**src/rtl/pipeline_ctrl_pkg.sv**
```systemverilog
// Shared definitions for the pipeline stall/flush sequencer.
package pipeline_ctrl_pkg;

  localparam logic PCTL_TRUE  = 1'b1;
  localparam logic PCTL_FALSE = 1'b0;

  localparam int unsigned PCTL_MULDIV_CYCLES_DEF = 32;

  typedef enum logic {
    PCTL_RUN    = 1'b0,
    PCTL_MULDIV = 1'b1
  } pctl_state_e;

endpackage

```
**src/rtl/pipeline_ctrl_perf_counter.sv**
```systemverilog
// Saturating event counter with enable and synchronous active-low reset.
module pipeline_ctrl_perf_counter #(
  parameter int unsigned W = 32
) (
  input  logic         clk,
  input  logic         rst_n,
  input  logic         en_i,
  output logic [W-1:0] count_o
);

  logic [W-1:0] count_q;
  logic [W-1:0] count_d;

  always_comb begin
    count_d = count_q;
    if (en_i && (count_q != '1)) begin
      count_d = count_q + W'(1);
    end
  end

  always_ff @(posedge clk) begin
    if (!rst_n) begin
      count_q <= '0;
    end else begin
      count_q <= count_d;
    end
  end

  assign count_o = count_q;

endmodule

```
**src/rtl/pipeline_ctrl.sv**
```systemverilog
// Stall/flush sequencer for the 5-stage pipeline: load-use, branch redirect,
// multi-cycle mul/div and memory wait states, plus a stall-cycle counter.
module pipeline_ctrl
  import pipeline_ctrl_pkg::*;
#(
  parameter int unsigned MULDIV_CYCLES = PCTL_MULDIV_CYCLES_DEF,
  parameter int unsigned CNT_W         = 32
) (
  input  logic             clk,
  input  logic             rst_n,
  input  logic             mem_ex_hazard,
  input  logic             branch_taken,
  input  logic             muldiv_start,
  input  logic             imem_wait,
  input  logic             dmem_wait,
  output logic             pc_stall,
  output logic             ifid_stall,
  output logic             idex_stall,
  output logic             exmem_stall,
  output logic             memwb_stall,
  output logic             ifid_flush,
  output logic             idex_flush,
  output logic             exmem_flush,
  output logic             memwb_flush,
  output logic             muldiv_busy,
  output logic             muldiv_done,
  output logic [CNT_W-1:0] stall_cycles
);

  localparam int unsigned CNT_BITS = $clog2(MULDIV_CYCLES);

  pctl_state_e         state_q;
  pctl_state_e         state_d;
  logic [CNT_BITS-1:0] count_q;
  logic [CNT_BITS-1:0] count_d;

  always_comb begin
    state_d     = state_q;
    count_d     = count_q;
    pc_stall    = PCTL_FALSE;
    ifid_stall  = PCTL_FALSE;
    idex_stall  = PCTL_FALSE;
    exmem_stall = PCTL_FALSE;
    memwb_stall = PCTL_FALSE;
    ifid_flush  = PCTL_FALSE;
    idex_flush  = PCTL_FALSE;
    exmem_flush = PCTL_FALSE;
    memwb_flush = PCTL_FALSE;
    muldiv_busy = PCTL_FALSE;
    muldiv_done = PCTL_FALSE;

    if (!rst_n) begin
      ifid_flush  = PCTL_TRUE;
      idex_flush  = PCTL_TRUE;
      exmem_flush = PCTL_TRUE;
      memwb_flush = PCTL_TRUE;
      state_d     = PCTL_RUN;
      count_d     = '0;
    end else begin
      case (state_q)
        PCTL_MULDIV: begin
          muldiv_busy = PCTL_TRUE;
          if (count_q != '0) begin
            count_d     = count_q - CNT_BITS'(1);
            pc_stall    = PCTL_TRUE;
            ifid_stall  = PCTL_TRUE;
            idex_stall  = PCTL_TRUE;
            exmem_flush = PCTL_TRUE;
          end else begin
            muldiv_done = PCTL_TRUE;
            // Result cycle: the front end advances, so a pending fetch still stalls PC.
            if (!dmem_wait) begin
              state_d = PCTL_RUN;
              if (imem_wait) begin
                pc_stall   = PCTL_TRUE;
                ifid_flush = PCTL_TRUE;
              end
            end
          end
        end
        default: begin
          if (!dmem_wait) begin
            if (mem_ex_hazard || muldiv_start) begin
              pc_stall    = PCTL_TRUE;
              ifid_stall  = PCTL_TRUE;
              idex_stall  = PCTL_TRUE;
              exmem_flush = PCTL_TRUE;
              if (!mem_ex_hazard) begin
                count_d = CNT_BITS'(MULDIV_CYCLES - 1);
                state_d = PCTL_MULDIV;
              end
            end else if (branch_taken) begin
              ifid_flush = PCTL_TRUE;
              idex_flush = PCTL_TRUE;
            end else if (imem_wait) begin
              pc_stall   = PCTL_TRUE;
              ifid_flush = PCTL_TRUE;
            end
          end
        end
      endcase

      // A MEM-stage wait freezes everything upstream and bubbles MEM/WB.
      if (dmem_wait) begin
        pc_stall    = PCTL_TRUE;
        ifid_stall  = PCTL_TRUE;
        idex_stall  = PCTL_TRUE;
        exmem_stall = PCTL_TRUE;
        ifid_flush  = PCTL_FALSE;
        idex_flush  = PCTL_FALSE;
        exmem_flush = PCTL_FALSE;
        memwb_flush = PCTL_TRUE;
      end
    end
  end

  always_ff @(posedge clk) begin
    if (!rst_n) begin
      state_q <= PCTL_RUN;
      count_q <= '0;
    end else begin
      state_q <= state_d;
      count_q <= count_d;
    end
  end

  pipeline_ctrl_perf_counter #(
    .W (CNT_W)
  ) u_stall_cnt (
    .clk     (clk),
    .rst_n   (rst_n),
    .en_i    (pc_stall && rst_n),
    .count_o (stall_cycles)
  );

endmodule
```
**config.mk**
```make
export PLATFORM = sky130hd
export DESIGN_NAME = pipeline_ctrl
export DESIGN_NICKNAME = d
export VERILOG_FILES = /design/src/rtl/pipeline_ctrl_pkg.sv /design/src/rtl/pipeline_ctrl_perf_counter.sv /design/src/rtl/pipeline_ctrl.sv
export SDC_FILE = /design/constraint.sdc
export NUM_CORES = 1
export LEC_CHECK = 0
export BUFFER_PORTS_ARGS = -buffer_cell sky130_fd_sc_hd__clkbuf_2
export CORE_ASPECT_RATIO = 1.4
export CORE_UTILIZATION = 40
export CTS_BUF_LIST = sky130_fd_sc_hd__clkbuf_4 sky130_fd_sc_hd__clkbuf_8
export CTS_CLUSTER_DIAMETER = 30
export DETAILED_ROUTE_END_ITERATION = 6
export SKIP_LAST_GASP = 1
export SLEW_MARGIN = 10
export SYNTH_ARGS = -nofsm -noshare
export SYNTH_HDL_FRONTEND = slang
export SYNTH_SLANG_ARGS = --single-unit
```
**constraint.sdc**
```tcl
create_clock -name clk -period 2.03 [get_ports clk]
set_clock_uncertainty 0.15 [all_clocks]
set_input_delay 0.3045 -clock clk [delete_from_list [all_inputs] [get_ports clk]]
set_output_delay 0.3045 -clock clk [all_outputs]
set_load 0.03 [all_outputs]
```
Yosys cells after proc, flatten, opt, wreduce, memory -nomap -nowiden --
Cells that the tools add are included.
Storage, ports and cells: bits in registers 38, word-level logic and storage cells 58, output and inout bits 43, input bits 7
Cells by class: equality and inequality tests 4, add/sub/neg operators 2, reduce and logical (&&, ||, !) cells 6, mux-type cells 43
Operator list (count):
- $mux 1 | 38
- $add 32x1->32 const B | 1
- $ne 32x32->1 const B | 1
- $mux 5 | 5
- $ne 2x1->1 const B | 3
- $reduce_bool 5->1 | 1
- $sub 5x1->5 const B | 1
- $reduce_and 4->1 | 1
- $logic_and 1x1->1 | 2
- $reduce_bool 2->1 | 1
- $logic_or 1x1->1 | 1

Logic depth before layout (Yosys ltp) --
word-level depth 8, depth in mapped cells 9, depth with buffers taken out 7

Hierarchy --
From an unflattened synthesis, not the netlist that was laid out.
Unflattened totals: cells, all modules 249, area total of the unflattened synthesis 2059.5 µm²
Modules (own cells, without submodules):
- pipeline_ctrl_perf_counter | cells each 197, area each 1635.3 µm², seq. area each 640.6 µm², times used 1
- pipeline_ctrl | cells each 52, area each 424.2 µm², seq. area each 120.1 µm², times used 1

Least setup slack after synthesis --
Ideal clock, no wire load.
kind reg-to-output, from register count_q[0], to output port ifid_flush, buffers on the path 0, stages on the path, launching flop included 8, arrival 1938 ps, setup slack -362 ps, data required time 1576 ps, cell sequence dfxtp_1 > inv_1 > ha_1 > nor4b_2 > a21oi_1 > inv_1 > a21oi_1 > a31oi_1
Between the ends: word-level cells in the longest chain between the ends 5
RTL lines:
- start, declared | RTL line pipeline_ctrl.sv:34 | logic [CNT_BITS-1:0] count_q;
- start signal, assigned | RTL line pipeline_ctrl.sv:123 | count_q <= count_d;
- $reduce_bool 5->1 | RTL line pipeline_ctrl.sv:63 | if (count_q != '0) begin
- $mux 1 | RTL line pipeline_ctrl.sv:63
- $mux 1 | RTL line pipeline_ctrl.sv:60 | case (state_q)
- $mux 1 | RTL line pipeline_ctrl.sv:104 | if (dmem_wait) begin
- $mux 1 | RTL line pipeline_ctrl.sv:52 | if (!rst_n) begin
- end, declared | RTL line pipeline_ctrl.sv:21 | output logic ifid_flush,
Every way passes these cells.

Worst setup path after layout --
from register count_q[0], to output port exmem_flush
Between the ends: word-level cells in the longest chain between the ends 5
RTL lines:
- $reduce_bool 5->1 | RTL line pipeline_ctrl.sv:63
- $mux 1 | RTL line pipeline_ctrl.sv:63
- $mux 1 | RTL line pipeline_ctrl.sv:60
- $mux 1 | RTL line pipeline_ctrl.sv:104
- $mux 1 | RTL line pipeline_ctrl.sv:52
- end, declared | RTL line pipeline_ctrl.sv:23 | output logic exmem_flush,
Every way passes these cells.

==> run_results.csv <==
group,metric,value,unit
status,status,"finished, violations left",
status,violations,"negative setup slack",
hold_path,worst_hold_path.num_cells,4,
clocking,clock_network_latency_to_the_later_pin_of_the_worst_skew_pair,0.30,ns
grt,grt.total_usage,22.5,%
die,fp-row-count,31,
place,place_hpwl,4.22,mm
grt,first_pass_grt_wire_length,9.78,mm
timing,report.final.setup_viol,25,
setup_path,setup.worst_path.start_class,"flip-flop",
synth,netlist_area,2140,µm²
synth,postSynthNetCount,270,
clocking,clk_path_buf_depth,2,
detailed_routing,route.detailed.wl_per_inst,17.5,µm
place,place.port_buffers,48,
synth,post_synth_top_area_cell,"dfxtp_1",
detailed_routing,dr.first_iter.drc_count,224,
setup_path,kind_of_cell_adding_the_most_delay_to_the_critical_path,"buffers and inverters",
hold_path,end_point_of_the_worst_hold_path,"state_q",
setup_path,worst_reg_to_reg_cells,7,
cells_and_area,area_delta_synth_final,64.0,%
detailed_routing,detail_route.drc_violations,0,
synth,synth_top_cell_area_share,35.6,%
die,floorplan.core_area,5160,µm²
timing,final.setup.worst_slack,-0.180,ns
place,preCtsSetupSlack,-0.0670,ns
setup_path,path_class,"reg -> out",
detailed_routing,drt-vias-per-instance,5.83,
power,cellPowerDensity,532,nW/µm²
setup_path,critical_path.reg2reg.endpoint,"u_stall_cnt.count_o[23]",
setup_path,r2r-start,"u_stall_cnt.count_o[0]",
synth,synth.lib_cells_used.distinct,44,
clocking,cts.sinks,38,
grt,grt_max_degree,27,
grt,antenna_found_initial,0,
place,routabilityCongestion,0.797,
setup_path,critical_path_buf_inv_count,5,
synth,postSynthCellCount,261,
grt,grt_overflow,0,
timing,slew_viol_final,0,
clocking,cts_h_tree_depth,2,
timing,final.setup.tns,-1.24,ns
detailed_routing,routed_wirelength,7.54,mm
timing,finalWorstPathRequiredPeriod,2.21,ns
setup_path,r2r_slack,-0.05,ns
detailed_routing,detail-route-antenna-nets,0,
synth,yosysWarningCount,0,
clocking,tritoncts_clock_tree,"yes",
die,area_enclosed_by_the_die_boundary,5650,µm²
setup_path,cp_data_arrival_time,1.76,ns
cells_and_area,utilization,68.0,%
clocking,path_clk_slew,0.08,ns
die,io-pin-count,50,
synth,synth.ff_latch_count,38,
hold_path,timing.hold.worst.start,"mem_ex_hazard",
timing,fin_crit_sh,109,%
clocking,cts_inserted_buffers,5,
run,timing.max_cap.violations,0,
setup_path,cp_data_required_time,1.58,ns
power,power.ir.vdd_worst,0.000516,V
synth,syn_area_per_cell,8.20,µm²
setup_path,worst_path_max_delay_cell,"dfxtp_2",
die,fp.dieH,88.5,µm
detailed_routing,vias,2506,
cells_and_area,layout-drive-gt1-share,54.9,%
detailed_routing,drt_pass1_iterations,4,
cells_and_area,diodes,0,
synth,leading_cell_types_by_total_area_after_synthesis,"dfxtp_1 (36%), a21oi_1 (6.1%), o31ai_1 (5.3%), or4_1 (4.6%), nand2_1 (3.9%)",
setup_path,crit_path_cell_trace,"inv_2 -> ha_4 -> nor4b_4 -> buf_4 -> a21oi_4 -> inv_2 -> buf_4 -> o21ai_2 -> buf_6",
timing,fmax,452,MHz
grt,first_global_vias,2082,
timing,timing_hold_violations_final,0,
clocking,root_buffer_selected_by_cts,"clkbuf_8",
setup_path,critical_path_peak_fanout,2,
setup_path,critPathCaptureType,"primary output",
synth,synth.yosys.seq_area_share,35.6,%
cells_and_area,nets,372,
die,initial_utilization,41.5,%
hold_path,holdCritPathClass,"in -> reg",
setup_path,worst_path_largest_cell_delay,0.34,ns
die,die_width,63.8,µm
timing,rsz_0062_raised_after_global_routing,"true",
power,static-leakage-power,0.00141,µW
worst max-delay path by stage:
| stage | depth (start not counted) | end | start |
|---|---|---|---|
| final | 9 | exmem_flush | count_q[0] |
| after global routing | 9 | ifid_flush | count_q[0] |
| after CTS | 9 | ifid_flush | count_q[0] |
| after detailed placement | 8 | u_stall_cnt.count_o[16] | count_q[1] |
| after global placement | 8 | u_stall_cnt.count_o[16] | count_q[1] |
| after floorplan | 8 | u_stall_cnt.count_o[10] | count_q[0] |
layout make-up:
type | count | area, µm²
clock buffers | 5 | 68.8
fillers | 414 | 1650
flip-flops and latches | 38 | 803
repair buffers | 111 | 903
inverters | 15 | 56.3
multi-input cells | 192 | 1560
clock inverters | 3 | 40.0
well taps | 66 | 82.6
cell usage in the layout, fill, tap and decap left out, types with 6 or more instances in the layout:
cell      instances
clkbuf_8          8
dfxtp_2          16
or4_4             7
nor2_1            8
dfxtp_1          16
mux2i_1           6
nand3_1           9
o21ai_0           9
dfxtp_4           6
nand2_1          20
or4_1             6
nand4_1           9
buf_4            51
a21oi_1          16
inv_1            11
clkbuf_2         41
o31ai_1          14
or3_1             9
a21oi_2           8
state kept, by name, summed over array words and instances, names as in the netlist:
signal and flops:
count_q 5, state_q 1, u_stall_cnt.count_o 32
cell families (layout without fill, tap and decap cells):
family	after synthesis	count (layout)	share of synthesized area [%]
and+or+nand+nor	112	112	32.0
adders and majority gates	2	2	1.17
xor gates and xnor gates	2	2	0.819
DFF	38	38	35.6
AOI/OAI and AO/OA	68	69	20.6
buffers and inverters	32	134	6.90
muxes	6	6	2.81
other	1	1	0.175
stage by stage:
| stage | power [µW] | hold slack [ns] | cells | instance area, µm² |
|---|---|---|---|---|
| 2_1_floorplan | 999 | 0.275 | 261 | 2220 |
| 3_3_place_gp | 1110 | 0.312 | 401 | 2780 |
| 3_5_place_dp | 1110 | 0.319 | 401 | 2780 |
| 4_1_cts | 1790 | 0.243 | 410 | 2970 |
| 5_1_grt | 1940 | 0.316 | 430 | 3510 |
| 6_report | 1870 | 0.295 | 430 | 3510 |
worst min-delay path, stage by stage:
cell	delay [ns]
clkbuf_2	0.12
nor3b_1	0.07
o21ai_0	0.16
a31oi_1	0.05
layer usage:
metal  track usage (%)  vias to the layer above  part of all wire, %  routed length [µm]
met5                 0                        -                    0                   0
met4              9.92                        0                  2.0                 150
met3              4.38                       11                  4.7                 358
met2              42.2                       79                   54                4040
met1              24.2                     1223                   40                3000
li1                  -                     1193                    -                   -
cells in the mapped netlist, drive strengths merged:
library cell / instances
o2111ai: 1
mux2i: 6
inv: 15
nor2b: 2
o31ai: 15
nor4: 7
or3: 10
and3: 5
a31oi: 2
and2: 3
a211oi: 3
nand2: 23
o21ba: 1
nor4b: 1
o41ai: 2
a32oi: 1
nor3b: 2
o21a: 1
conb: 1
buf: 10
nand2b: 3
clkbuf: 7
xor2: 2
o211ai: 2
or4: 13
ha: 2
dfxtp: 38
nor2: 9
nand4: 11
and4: 3
o311ai: 2
nand3: 15
o31a: 1
a21oi: 26
o21ai: 11
nor3: 5
where the power goes:
| group | switching (µW) | internal [µW] | leakage [µW] |
|---|---|---|---|
| registers | 28.5 | 771 | 0.000320 |
| clock network | 295 | 362 | 0.0000579 |
| logic | 226 | 183 | 0.00103 |
repair_timing:
action	4_1_cts	5_1_grt
pin swaps	4	32
gates resized for setup	18	68
gates cloned	0	6
endpoints found under the setup margin	14	39
hold buffers	0	0
setup buffers	1	14
Power figures use the tool's default switching activity.
